## src/rtl/vga_timing_pkg.sv

```systemverilog
// 640x480@60 Hz VGA timing constants shared by the sync generator, the renderer
// and the testbench, plus the registered control-bit bundle.
package vga_timing_pkg;

  localparam int H_DISPLAY = 640;
  localparam int H_FRONT   = 16;
  localparam int H_SYNC    = 96;
  localparam int H_BACK    = 48;
  localparam int H_TOTAL   = H_DISPLAY + H_FRONT + H_SYNC + H_BACK;

  localparam int V_DISPLAY = 480;
  localparam int V_FRONT   = 10;
  localparam int V_SYNC    = 2;
  localparam int V_BACK    = 33;
  localparam int V_TOTAL   = V_DISPLAY + V_FRONT + V_SYNC + V_BACK;

  localparam int H_SYNC_START = H_DISPLAY + H_FRONT;
  localparam int H_SYNC_END   = H_SYNC_START + H_SYNC - 1;
  localparam int V_SYNC_START = V_DISPLAY + V_FRONT;
  localparam int V_SYNC_END   = V_SYNC_START + V_SYNC - 1;

  localparam logic SYNC_POL = 1'b0;
  localparam int   CNT_W    = 10;

  typedef struct packed {
    logic hsync;
    logic vsync;
    logic video_on;
    logic frame_start;
    logic line_end;
  } vga_ctrl_t;

  function automatic logic in_window(input int unsigned value,
                                     input int unsigned first,
                                     input int unsigned last);
    return (value >= first) && (value <= last);
  endfunction

endpackage

```

## src/rtl/mod_n_counter.sv

```systemverilog
// Modulo-N up-counter with count enable; wrap flags the terminal count N-1.
module mod_n_counter #(
  parameter int N = 800,
  parameter int W = 10
) (
  input  logic         clock,
  input  logic         reset,
  input  logic         inc,
  output logic [W-1:0] count,
  output logic         wrap
);

  localparam logic [W-1:0] LAST = W'(N - 1);

  logic [W-1:0] count_reg;

  always_ff @(posedge clock or negedge reset) begin
    if (!reset) begin
      count_reg <= '0;
    end else if (inc) begin
      count_reg <= (count_reg == LAST) ? '0 : count_reg + W'(1);
    end
  end

  assign count = count_reg;
  assign wrap  = (count_reg == LAST);

endmodule

```

## src/rtl/vga_sync_generator.sv

```systemverilog
// VGA sync/timing generator: two wrapping counters, a compare decode of their
// state and a registered output bank (one cycle behind the counters).
module vga_sync_generator
  import vga_timing_pkg::*;
#(
  parameter int   H_DISPLAY = vga_timing_pkg::H_DISPLAY,
  parameter int   H_FRONT   = vga_timing_pkg::H_FRONT,
  parameter int   H_SYNC    = vga_timing_pkg::H_SYNC,
  parameter int   H_BACK    = vga_timing_pkg::H_BACK,
  parameter int   V_DISPLAY = vga_timing_pkg::V_DISPLAY,
  parameter int   V_FRONT   = vga_timing_pkg::V_FRONT,
  parameter int   V_SYNC    = vga_timing_pkg::V_SYNC,
  parameter int   V_BACK    = vga_timing_pkg::V_BACK,
  parameter logic SYNC_POL  = vga_timing_pkg::SYNC_POL,
  parameter int   CNT_W     = vga_timing_pkg::CNT_W
) (
  input  logic             clock,
  input  logic             reset,
  input  logic             enable,
  output logic             hsync,
  output logic             vsync,
  output logic             video_on,
  output logic [CNT_W-1:0] pixel_x,
  output logic [CNT_W-1:0] pixel_y,
  output logic             frame_start,
  output logic             line_end
);

  localparam int LINE_LEN    = H_DISPLAY + H_FRONT + H_SYNC + H_BACK;
  localparam int FRAME_LINES = V_DISPLAY + V_FRONT + V_SYNC + V_BACK;
  localparam int HS_FIRST    = H_DISPLAY + H_FRONT;
  localparam int HS_LAST     = HS_FIRST + H_SYNC - 1;
  localparam int VS_FIRST    = V_DISPLAY + V_FRONT;
  localparam int VS_LAST     = VS_FIRST + V_SYNC - 1;

  if ((LINE_LEN - 1) >= (1 << CNT_W) || (FRAME_LINES - 1) >= (1 << CNT_W)) begin : g_cnt_w_check
    $error("vga_sync_generator: CNT_W too narrow for H_TOTAL-1 / V_TOTAL-1");
  end

  logic [CNT_W-1:0] h_cnt;
  logic [CNT_W-1:0] v_cnt;
  logic             h_last;
  logic             v_last_unused;

  mod_n_counter #(.N(LINE_LEN), .W(CNT_W)) u_h_cnt (
    .clock (clock),
    .reset (reset),
    .inc   (enable),
    .count (h_cnt),
    .wrap  (h_last)
  );

  // Lines advance only on the enabled edge that wraps the horizontal counter.
  mod_n_counter #(.N(FRAME_LINES), .W(CNT_W)) u_v_cnt (
    .clock (clock),
    .reset (reset),
    .inc   (enable & h_last),
    .count (v_cnt),
    .wrap  (v_last_unused)
  );

  vga_ctrl_t        ctrl_next;
  vga_ctrl_t        ctrl_reg;
  logic [CNT_W-1:0] pixel_x_reg;
  logic [CNT_W-1:0] pixel_y_reg;

  always_comb begin
    ctrl_next             = '0;
    ctrl_next.hsync       = in_window(32'(h_cnt), HS_FIRST, HS_LAST) ? SYNC_POL : ~SYNC_POL;
    ctrl_next.vsync       = in_window(32'(v_cnt), VS_FIRST, VS_LAST) ? SYNC_POL : ~SYNC_POL;
    ctrl_next.video_on    = (h_cnt < CNT_W'(H_DISPLAY)) && (v_cnt < CNT_W'(V_DISPLAY));
    ctrl_next.frame_start = (h_cnt == '0) && (v_cnt == '0);
    ctrl_next.line_end    = h_last;
  end

  // While frozen everything holds except the pulses, which must not repeat.
  always_ff @(posedge clock or negedge reset) begin
    if (!reset) begin
      ctrl_reg.hsync       <= ~SYNC_POL;
      ctrl_reg.vsync       <= ~SYNC_POL;
      ctrl_reg.video_on    <= 1'b0;
      ctrl_reg.frame_start <= 1'b0;
      ctrl_reg.line_end    <= 1'b0;
      pixel_x_reg          <= '0;
      pixel_y_reg          <= '0;
    end else if (enable) begin
      ctrl_reg    <= ctrl_next;
      pixel_x_reg <= h_cnt;
      pixel_y_reg <= v_cnt;
    end else begin
      ctrl_reg.frame_start <= 1'b0;
      ctrl_reg.line_end    <= 1'b0;
    end
  end

  assign hsync       = ctrl_reg.hsync;
  assign vsync       = ctrl_reg.vsync;
  assign video_on    = ctrl_reg.video_on;
  assign frame_start = ctrl_reg.frame_start;
  assign line_end    = ctrl_reg.line_end;
  assign pixel_x     = pixel_x_reg;
  assign pixel_y     = pixel_y_reg;

endmodule
```

## config.mk

```make
export PLATFORM = sky130hd
export DESIGN_NAME = vga_sync_generator
export DESIGN_NICKNAME = d
export VERILOG_FILES = /design/src/rtl/vga_timing_pkg.sv /design/src/rtl/mod_n_counter.sv /design/src/rtl/vga_sync_generator.sv
export SDC_FILE = /design/constraint.sdc
export NUM_CORES = 1
export LEC_CHECK = 0
export ABC_AREA = 0
export CAP_MARGIN = 20
export CORE_AREA = 2 2 69 71
export DETAILED_ROUTE_END_ITERATION = 16
export DIE_AREA = 0 0 71 73
export PLACE_DENSITY_LB_ADDON = 0.15
export SLEW_MARGIN = 15
export SYNTH_ARGS = -nofsm -noshare
export SYNTH_HDL_FRONTEND = slang
export SYNTH_HIERARCHICAL = 1
export SYNTH_SLANG_ARGS = --single-unit
```

## constraint.sdc

```tcl
create_clock -name clock -period 2 [get_ports clock]
set_input_delay 0.4 -clock clock [delete_from_list [all_inputs] [get_ports clock]]
set_output_delay 0.4 -clock clock [all_outputs]
set_load 0.005 [all_outputs]
```

Yosys cells after proc, flatten, opt, wreduce, memory -nomap -nowiden
Cells that the tools add are included.
{"block": "classes", "addsub": 2, "order_cmp": 6, "eq_ne": 2, "n_mux": 5, "n_bitwise": 1, "reduce_logical": 6}
{"operator": "10-bit by 1-bit adder with 10-bit output (second input constant)", "n": 2}
{"operator": "10-bit == test (second input constant)", "n": 2}
{"operator": "10-bit logical NOT", "n": 2}
{"operator": "10-bit two-way mux", "n": 2}
{"operator": "10-bit greater-or-equal comparator (second input constant)", "n": 1}
{"operator": "10-bit by 9-bit greater-or-equal comparator with 1-bit output (second input constant)", "n": 1}
{"operator": "10-bit less-or-equal comparator (second input constant)", "n": 1}
{"operator": "10-bit by 9-bit less-or-equal comparator with 1-bit output (second input constant)", "n": 1}
{"operator": "10-bit < comparator (second input constant)", "n": 1}
{"operator": "10-bit by 9-bit < comparator with 1-bit output (second input constant)", "n": 1}
{"operator": "1-bit logical AND", "n": 4}
{"operator": "1-bit two-way mux", "n": 2}
{"operator": "2-bit two-way mux", "n": 1}
{"operator": "1-bit bitwise AND", "n": 1}
{"block": "word_totals", "regBits": 45, "out_inout_bits": 25, "wordCells": 31}

Depth between registers and ports, before layout
Gate-level depths: netlist of the first run.
{"block": "logic_depth", "ltp_word": 3, "depth_mapped": 8, "depth_no_buf": 7}

By module
The synthesis of the first run kept the hierarchy.
{"module": "vga_sync_generator", "n_inst": 1, "cells_each": 70, "area_per_inst_um2": 1023.5}
{"module": "mod_n_counter (u_v_cnt)", "n_inst": 1, "cells_each": 52, "area_per_inst_um2": 536.8}
{"module": "mod_n_counter (u_h_cnt)", "n_inst": 1, "cells_each": 50, "area_per_inst_um2": 511.7}

Least setup slack after synthesis of the first run
No wires, ideal clock.
{"block": "synth_timing", "path_kind": "reg-to-reg", "from": "reg u_h_cnt.count_reg[5], in the netlist u_h_cnt/count[5]", "to": "reg u_v_cnt.count_reg[9], in the netlist u_v_cnt/count[9]", "setup_ns": 0.087, "arrival_ns": 1.966, "required_ns": 1.913, "setup_slack_ns": -0.053, "stages_incl_launch_ff": 7, "path_buffers": 0, "synth_period_minus_slack_ns": 2.053, "path_cell_list": "dfrtp_1 -> nand4bb_1 -> nor4_1 -> and2_1 -> nand3_1 -> or4_1 -> a22oi_1"}
{"item": "start, declared", "line_no": "mod_n_counter.sv:15", "rtl": "logic [W-1:0] count_reg;"}
{"item": "start signal, assigned", "line_no": "mod_n_counter.sv:21", "rtl": "count_reg <= (count_reg == LAST) ? '0 : count_reg + W'(1);"}
{"item": "end signal, assigned", "line_no": "mod_n_counter.sv:21"}
{"item": "end, declared", "line_no": "mod_n_counter.sv:15"}

==> run metrics, run 1 <==
std cell rows 25; final estimated routing congestion in global placement ~0.88; first-pass GRT wire length approximately 7800 µm; Mapped Area approximately 2100 µm²; Worst IR Drop VDD ~0.00044 V; setup ws final around 110 ps; chip height ~73 µm; TNS Setup 0 ps; max cap viols 0; Hold Fails Final Rpt 0; FF+latch count, synth between 40 and 50; post-synth top area cell dfrtp_1; Worst EP required 2230 ps; Ports 28; Overall Power around 2.4 mW; static leakage ~1.2 nW; CTS Buf Count 5; Yosys top cell area share 0.519; Util after Layout 0.606; kind of critical path reg2reg; largest net degree at the start of global routing 46; main area contributors after synthesis dfrtp_1 52%, mux2_2 11%, dfstp_2 2.5%; Pre-antenna DRT Iters 4; PortBufs 27; ys flop type dfrtp_1; asr flop ratio synth 1.00; layout cells sized above 1 0.317; die area approximately 5200 µm²; Syn Inst Count ~170; DRC marker count from the first detailed-route iteration 124; Post-Syn Area per Cell roughly 12 µm²; Routed wire per std cell between 15 and 20 µm; Post-synth EDFFs 0; drt via density 5.61; drt drc 0; Worst setup SP type flip-flop; minimum clock period after layout approximately 1900 ps; Slew Limit Fails 0; Initial Util 0.457; Non-Filler Instances about 280; Worst Setup End Kind flip-flop; final cell area excluding filler cells between 2000 and 3000 µm²; Final Skew about 7.3 ps; warnings from Yosys 6; post-cts hold buffer count 0; Worst-Margin Slew between 500 and 600 ps; number of diodes 0; Clock Latency Late Sink around 300 ps; dpl ws -89.1 ps; total track usage 0.197; max_slew headroom 0.612; Post-layout nets 232; footprint of the multi-input gates 941 µm²; die width around 71 µm; vias in the first global route 1504; Area growth syn-to-layout 32.5%; Max H-tree Level 2; Clock Tree Root clkbuf_8; Clock transition at path regs approximately 80 ps; hold_ws around 170 ps; Antenna Violating Nets Remaining 0; GR Overflow Total 0; fmax roughly 530 MHz; Worst Hold Class in2async; TritonCTS sink count 45; Post-DP HPWL between 3000 and 4000 µm; Placed Cells approximately 270; Area after DPL about 2500 µm²; Seq/Total Area, Yosys 0.545; Finish-stage setup viols 0; Seq. cell area between 1000 and 1500 µm²; Placeable Area roughly 4500 µm²; initial antenna violation count 0; Worst EP arrival ~2100 ps; CTS tree yes; Pwr Density 885 nW/µm²; DR vias approximately 1600; Fillers approximately 370; Period Utilization, post-route 0.943; synth unique cells between 40 and 50; final wirelength 4740 µm; Crit Path Max Fanout 10; Longest Clk Path Bufs 2; status finished clean; Synthesized Nets approximately 180
==> cell usage after synthesis (3+ instances only) <==
| library cell | n |
|---|---|
| a21oi_1 | 3 |
| buf_2 | 3 |
| dfrtp_1 | 43 |
| ha_1 | 3 |
| inv_1 | 6 |
| mux2_2 | 21 |
| nand2_1 | 9 |
| nand3_1 | 8 |
| nand4_1 | 7 |
| nor2_1 | 4 |
| nor3_1 | 6 |
| nor4_1 | 5 |
| o21ai_0 | 8 |
| o31ai_1 | 4 |
| xnor2_1 | 3 |
| xor2_1 | 6 |
==> placed cells by master, fill, tap and decap left out, types with 2 or more instances in the layout <==
master and n:
a21oi_1 3, a2bb2oi_1 2, buf_4 25, bufinv_16 2, clkbuf_8 5, clkdlybuf4s50_1 26, dfrtp_1 43, dfstp_2 2
ha_1 2, inv_1 6, mux2_2 21, nand2_1 9, nand2b_1 2, nand3_1 7, nand4_1 7, nand4b_1 2
nor2_1 4, nor3_1 6, nor4_1 4, o21ai_0 8, o22ai_1 2, o31ai_1 4, xnor2_1 3, xor2_1 6
==> power by group <==
part	switching [mW]	internal, mW	total [mW]
logic	0.253	0.291	0.544
registers	0.0707	1.01	1.08
clock network	0.308	0.496	0.804
==> worst paths after layout <==
path,startpoint,to,slack [ps],cells past startpoint
min in group clock,vsync$_DFFE_PN1P_,vsync$_DFFE_PN1P_,500,2
max in group asynchronous,reset,u_h_cnt/count[2]$_DFFE_PN0P_,1440,2
max reg2reg,u_h_cnt/count[7]$_DFFE_PN0P_,u_v_cnt/count[3]$_DFFE_PN0P_,110,8
min reg2reg,vsync$_DFFE_PN1P_,vsync$_DFFE_PN1P_,500,2
min,reset,pixel_y[9]$_DFFE_PN0P_,170,2
max,u_h_cnt/count[7]$_DFFE_PN0P_,u_v_cnt/count[3]$_DFFE_PN0P_,110,8
==> cells by family after synthesis <==
| group | Yosys count | share of synthesized area |
|---|---|---|
| xor gates and xnor gates | 9 | 0.0380 |
| DFF | 45 | 0.545 |
| buffers and inverters | 11 | 0.0254 |
| muxes | 22 | 0.119 |
| and+or+nand+nor | 60 | 0.187 |
| AOI/OAI and AO/OA | 22 | 0.0676 |
| adders and majority gates | 3 | 0.0181 |
==> routing by layer <==
metal  routed length [µm]  global-route usage  part of all wire
met1                 2140               0.268              0.45
met5                    0                   0                 0
met3                  212              0.0511             0.045
met2                 2300               0.303              0.49
met4                   89              0.0797             0.019
==> critical path: stages (launching register included) <==
cell       delay, ps
dfrtp_1          380
nand4bb_4        250
nor4_4           300
and2_4           200
buf_4            100
buf_4            150
nand4_1          100
mux2_2           270
o21ai_0           70
==> area by class of cell <==
class | instances | share of cell area
clock buffers | 5 | 0.0251
repair buffers | 52 | 0.165
multi-input cells | 116 | 0.343
inverters | 6 | 0.00820
clock inverters | 3 | 0.0237
well taps | 54 | 0.0246
flip-flops and latches | 45 | 0.411
==> what timing repair did <==
| item | 4_1_cts | 5_1_grt |
|---|---|---|
| setup endpoints to repair | 1 | 2 |
| buffers inserted | 1 | 4 |
| resized for setup | 3 | 5 |
| endpoints found under the hold margin | 0 | 0 |
| pin swaps | 1 | 4 |
No activity file was read; power rests on OpenSTA's default activity.
==> inputs of run 2 (changes only) <==
--- a/config.mk
+++ b/config.mk
@@ -10,8 +10,8 @@
 export CORE_AREA = 2 2 69 71
 export DETAILED_ROUTE_END_ITERATION = 16
 export DIE_AREA = 0 0 71 73
-export PLACE_DENSITY_LB_ADDON = 0.15
-export SLEW_MARGIN = 15
+export PLACE_DENSITY = 0.75
+export SLEW_MARGIN = 20
 export SYNTH_ARGS = -nofsm -noshare
 export SYNTH_HDL_FRONTEND = slang
 export SYNTH_HIERARCHICAL = 1
==> run 2 against run 1 <==
Count of clock-buffer cells in the layout up 3. Wire length is 9.4% lower. Clock skew is 2.2 ps lower. First-iteration DRC count grew 3.2%. Largest cell class unchanged.
==> run metrics, run 2 (synthesized netlist as in run 1, its figures left out) <==
final cell area excluding filler cells 2710 µm² (-1.5%); Clock Tree Root clkbuf_8; PortBufs 27 (unchanged); Hold Fails Final Rpt 0 (unchanged); fmax 523 MHz (-1.3%); FF-to-FF End u_v_cnt/count[9]$_DFFE_PN0P_; drt via density 5.56 (-0.85%); largest net degree at the start of global routing 25 (-46%); layout cells sized above 1 0.301 (-0.0163); Max H-tree Level 2 (unchanged); most common cell after layout, fill and taps aside dfrtp_1; max cap viols 0 (unchanged); CTS tree yes; Finish-stage setup viols 0 (unchanged); total track usage 0.175 (-0.0217); Slew Limit Fails 0 (unchanged); Clock Latency Late Sink 290 ps (about the same); Int Power 1.60 mW (-11%); kind of critical path reg2reg; Area growth syn-to-layout 30.6%; Post-DP HPWL 3000 µm (-6.7%); Worst Setup End Kind flip-flop; sw frac 0.275 (+0.0147); Placeable Area 4540 µm² (unchanged); Pre-antenna DRT Iters 4 (unchanged); most frequent cells in the layout 43 x dfrtp_1, 26 x clkdlybuf4s50_1, 23 x buf_4; chip height 73 µm (unchanged); hold_ws 78.0 ps (-88.2 ps); Util after Layout 0.597 (-0.00883); RSZ-0062 raised after global routing false; TNS Setup 0 ps (unchanged); GR Overflow Total 0 (unchanged); Fillers 370 (-0.27%); Reg2Reg Setup Slack 90 ps (-20 ps); dpl ws 10.5 ps (+99.7 ps); first-pass GRT wire length 7090 µm (-9.0%); number of diodes 0 (unchanged); max_slew headroom 0.628 (+0.0162); TritonCTS sink count 45 (unchanged); Area after DPL 2560 µm² (+1.1%); Initial Util 0.457 (unchanged); Antenna Violating Nets Remaining 0 (unchanged); final wirelength 4300 µm (-9.4%); Post-layout nets 231 (-0.43%); CTS Buf Count 5 (unchanged); Pwr Density 814 nW/µm² (-8.0%); drt drc 0 (unchanged); Crit Path Max Fanout 3 (-7); die width 71 µm (unchanged); status finished clean; Worst Reg-to-Reg Cells 7 (-1); minimum clock period after layout 1910 ps (+24.2 ps); sequential group share of total power 0.490 (+0.045); Clock transition at path regs 80 ps (about the same); die area 5180 µm² (unchanged); Worst setup SP type flip-flop; DRC marker count from the first detailed-route iteration 128 (+3.2%); vias in the first global route 1489 (-1.0%); final estimated routing congestion in global placement 0.829 (-5.9%); Worst EP arrival 2130 ps (about the same); Final Skew 5.09 ps (-2.19 ps); Worst EP required 2220 ps (about the same); std cell rows 25 (unchanged); Comb pwr share 0.251 (+0.027); Clk pwr share 0.259 (-0.072); setup ws final 89.0 ps (-24.2 ps); Worst Hold Class in2async; Longest Clk Path Bufs 2 (unchanged); initial antenna violation count 0 (unchanged); Ports 28 (unchanged); Worst IR Drop VDD 0.000455 V (+3.2%); DR vias 1558 (-1.2%); Psw 0.605 mW (-4.3%); Routed wire per std cell 15.4 µm (-9.0%); Period Utilization, post-route 0.955 (+0.0121); static leakage 1.17 nW (-1.8%); Worst-Margin Slew 553 ps (-24.1 ps); Worst R2R Start u_h_cnt/count[1]$_DFFE_PN0P_
[run 2: cell types whose count changed in the layout (fill, tap and decap cells not counted), sizes merged]
cell	delta
bufinv	-2
buf	-1
clkinv	-1
clkbuf	+3
[run 2: metrics by stage]
stage,cells,power [mW]
global placement,270,1.60
detailed placement,270,1.63
finish,280,2.20
global route,280,2.31
floorplan,172,1.33
CTS,278,2.20
[run 2: repair_timing]
| item | 4_1_cts | 5_1_grt |
|---|---|---|
| buffers inserted | 0 | 2 |
| pin swaps | 1 | 2 |
| resized for setup | 1 | 6 |
| hold buffers | 0 | 0 |
| endpoints found under the setup margin | 3 | 5 |
[run 2: critical path, stage by stage (launching register included)]
cell and delay [ps]:
dfrtp_1 370, ha_2 210, inv_1 70, nor4_4 240, and2_4 190, nand3_1 90, or4_1 530, a22oi_2 150
[run 2: metal layers]
layer  global-route usage  wire length (µm)  vias to the layer above
met3               0.0387               175                        2
met2                0.273              2100                       37
li1                     -                 -                      739
met1                0.243              2010                      780
met5                    0                 0                        -
met4               0.0629                14                        0
[run 2: worst max-delay path by stage]
stage,startpoint,end,slack (ps)
after floorplan,u_h_cnt/count[5]$_DFFE_PN0P_,u_v_cnt/count[9]$_DFFE_PN0P_,-5
after global placement,enable,u_v_cnt/count[9]$_DFFE_PN0P_,90
after detailed placement,u_h_cnt/count[5]$_DFFE_PN0P_,u_v_cnt/count[9]$_DFFE_PN0P_,10
after CTS,u_h_cnt/count[1]$_DFFE_PN0P_,u_v_cnt/count[9]$_DFFE_PN0P_,20
after global routing,u_h_cnt/count[1]$_DFFE_PN0P_,u_v_cnt/count[9]$_DFFE_PN0P_,3
final,u_h_cnt/count[1]$_DFFE_PN0P_,u_v_cnt/count[9]$_DFFE_PN0P_,90
[run 2: layout make-up]
cell class                      instances  area, µm²  share of cell area
Inverter                                6       22.5             0.00832
Tap cell                               54       67.6              0.0250
Multi-Input combinational cell        116        940               0.347
Sequential cell                        45       1130               0.417
Timing Repair Buffer                   51        458               0.169
Clock buffer                            8       90.1              0.0333
[run 2: power groups by stage]
stage                     Combinational (mW)  Sequential [mW]  Clock (mW)
after floorplan                        0.192             1.14           0
after global placement                 0.511             1.09           0
after detailed placement               0.529             1.10           0
after CTS                              0.534             1.08       0.588
after global routing                   0.598             1.09       0.621
final                                  0.552             1.08       0.571
==> inputs of run 3 (changes only) <==
--- a/config.mk
+++ b/config.mk
@@ -8,6 +8,7 @@
 export ABC_AREA = 0
 export CAP_MARGIN = 20
 export CORE_AREA = 2 2 69 71
+export CTS_BUF_LIST = sky130_fd_sc_hd__clkbuf_16
 export DETAILED_ROUTE_END_ITERATION = 16
 export DIE_AREA = 0 0 71 73
 export PLACE_DENSITY = 0.75
==> run 3 against run 2 <==
Die area unchanged. Clock power is 34% higher. Flip-flop and latch count is the same. Combinational power down 1%. Register-to-register slack about the same. Utilization increased by 0.50 points. Critical path depth decreased by 1. Count of clock-buffer cells in the layout shrank 3. Clock skew shrank 1.9 ps. Sequential share of layout area down 0.34 points. Largest power group unchanged. Highest routed layer unchanged.
==> run metrics, run 3 (synthesized netlist as in run 1, its figures left out) <==
final estimated routing congestion in global placement 0.829 (unchanged); Post-DP HPWL 3000 µm (unchanged); total track usage 0.172 (-0.00296); Ports 28 (unchanged); Worst-Margin Slew 525 ps (-28.1 ps); chip height 73 µm (unchanged); Area growth syn-to-layout 31.7%; Hold Fails Final Rpt 0 (unchanged); post-cts hold buffer count 0 (unchanged); Worst EP arrival 2120 ps (about the same); CTS tree yes; CP peak stage delay 530 ps (about the same); Fillers 372 (+0.54%); Max H-tree Level 2 (unchanged); Clock transition at path regs 60 ps (-20 ps); Worst Setup End Kind flip-flop; Placeable Area 4540 µm² (unchanged); DRC marker count from the first detailed-route iteration 101 (-21%); Crit Path Max Fanout 2 (-1); Pre-antenna DRT Iters 4 (unchanged); die width 71 µm (unchanged); Critical Path Slowest Stage Cell or4_1; GR Overflow Total 0 (unchanged); fmax 522 MHz (-0.28%); drt via density 5.55 (-0.26%); cell breakdown of the critical path nand4bb_1 -> nor4_4 -> and2_4 -> nand3_1 -> or4_1 -> a22oi_2; Pwr Density 877 nW/µm² (+7.7%); Longest Clk Path Bufs 2 (unchanged); number of diodes 0 (unchanged); Period Utilization, post-route 0.958 (+0.00265); vias in the first global route 1493 (+0.27%); Reg2Reg Setup Slack 80 ps (about the same); max_slew headroom 0.647 (+0.0189); CTS Buf Count 5 (unchanged); die area 5180 µm² (unchanged); Critical Path Start u_h_cnt/count[5]$_DFFE_PN0P_; initial antenna violation count 0 (unchanged); largest net degree at the start of global routing 25 (unchanged); crit path buf inv count 0 (-1); critical path's top delay family simple AND/OR/NAND/NOR gates; std cell rows 25 (unchanged); Worst Hold Class in2async; Worst R2R Start u_h_cnt/count[5]$_DFFE_PN0P_; Antenna Violating Nets Remaining 0 (unchanged); max cap viols 0 (unchanged); Clock Tree Root clkbuf_16; RSZ-0062 raised after global routing false; TritonCTS sink count 45 (unchanged); Finish-stage setup viols 0 (unchanged); Clock Latency Late Sink 280 ps (about the same); FF-to-FF End u_v_cnt/count[9]$_DFFE_PN0P_; status finished clean; Slew Limit Fails 0 (unchanged); layout cells sized above 1 0.288 (-0.0133); most frequent cells in the layout 43 x dfrtp_1, 26 x clkdlybuf4s50_1, 23 x buf_4; Worst EP required 2210 ps (about the same); Post-layout nets 231 (unchanged); DR vias 1554 (-0.26%); Util after Layout 0.602 (+0.00496); final wirelength 4250 µm (-1.0%); drt drc 0 (unchanged); most common cell after layout, fill and taps aside dfrtp_1; Routed wire per std cell 15.2 µm (-1.0%); cell depth of the worst setup path 6 (-1); Initial Util 0.457 (unchanged); first-pass GRT wire length 7010 µm (-1.2%); static leakage 1.20 nW (+2.2%); CP endpoint u_v_cnt/count[9]$_DFFE_PN0P_; minimum clock period after layout 1920 ps (+5.31 ps); Overall Power 2.39 mW (+8.6%); Worst Reg-to-Reg Cells 6 (-1); Final Skew 3.19 ps (-1.91 ps); Worst IR Drop VDD 0.000529 V (+16%); PortBufs 27 (unchanged); Worst setup SP type flip-flop; kind of critical path reg2reg
[run 3: stage by stage]
stage	TNS [ps]	area, µm²	setup slack, ps	hold WS, ps	instances
floorplan	-4.81	2080	-4.81	104	172
global placement	0	2560	91.2	403	270
detailed placement	0	2560	10.5	406	270
CTS	0	2700	12.0	106	278
global route	0	2730	2.40	136	280
finish	0	2730	83.7	93.5	280
[run 3: repair_timing]
item                                    in CTS  in global routing
resized for setup                            1                  3
endpoints found under the setup margin       1                  5
pin swaps                                    1                  1
buffers inserted                             0                  2
hold endpoints to repair                     0                  0
[run 3: power breakdown]
| part | switching, mW | internal (mW) | leakage, nW |
|---|---|---|---|
| clock | 0.316 | 0.449 | 0.0738 |
| sequential | 0.0697 | 1.01 | 0.557 |
| combinational | 0.245 | 0.300 | 0.567 |
| total | 0.630 | 1.76 | 1.20 |
[run 3: area by class of cell]
class	instances	area [µm²]	area share
sequential	45	1130	0.414
multi-input combinational	116	916	0.336
timing repair buffer	51	458	0.168
clock buffer	5	125	0.0459
tap	54	67.6	0.0248
inverter	6	22.5	0.00825
clock inverter	3	11.3	0.00413
[run 3: worst min-delay path by stage]
stage | from | to | slack, ps | cells past startpoint
2_1_floorplan | reset | frame_start$_DFF_PN0_ | 100 | 0
3_3_place_gp | reset | pixel_y[2]$_DFFE_PN0P_ | 400 | 1
3_5_place_dp | reset | pixel_y[2]$_DFFE_PN0P_ | 410 | 1
4_1_cts | reset | u_h_cnt/count[2]$_DFFE_PN0P_ | 110 | 1
5_1_grt | reset | u_h_cnt/count[2]$_DFFE_PN0P_ | 140 | 1
6_report | reset | u_v_cnt/count[6]$_DFFE_PN0P_ | 90 | 1
[run 3: layer usage]
metal	part of all wire	routed length [µm]	track usage
met5	0	0	0
met4	0.0089	38	0.0587
met3	0.038	160	0.0442
met2	0.49	2090	0.273
met1	0.46	1970	0.232
[run 3: worst register-to-register path, delay by kind of cell, from the launching register on]
kind	cells	cell delay, ps
AOI/OAI and AO/OA	1	150
DFF	1	370
and+or+nand+nor	5	1320
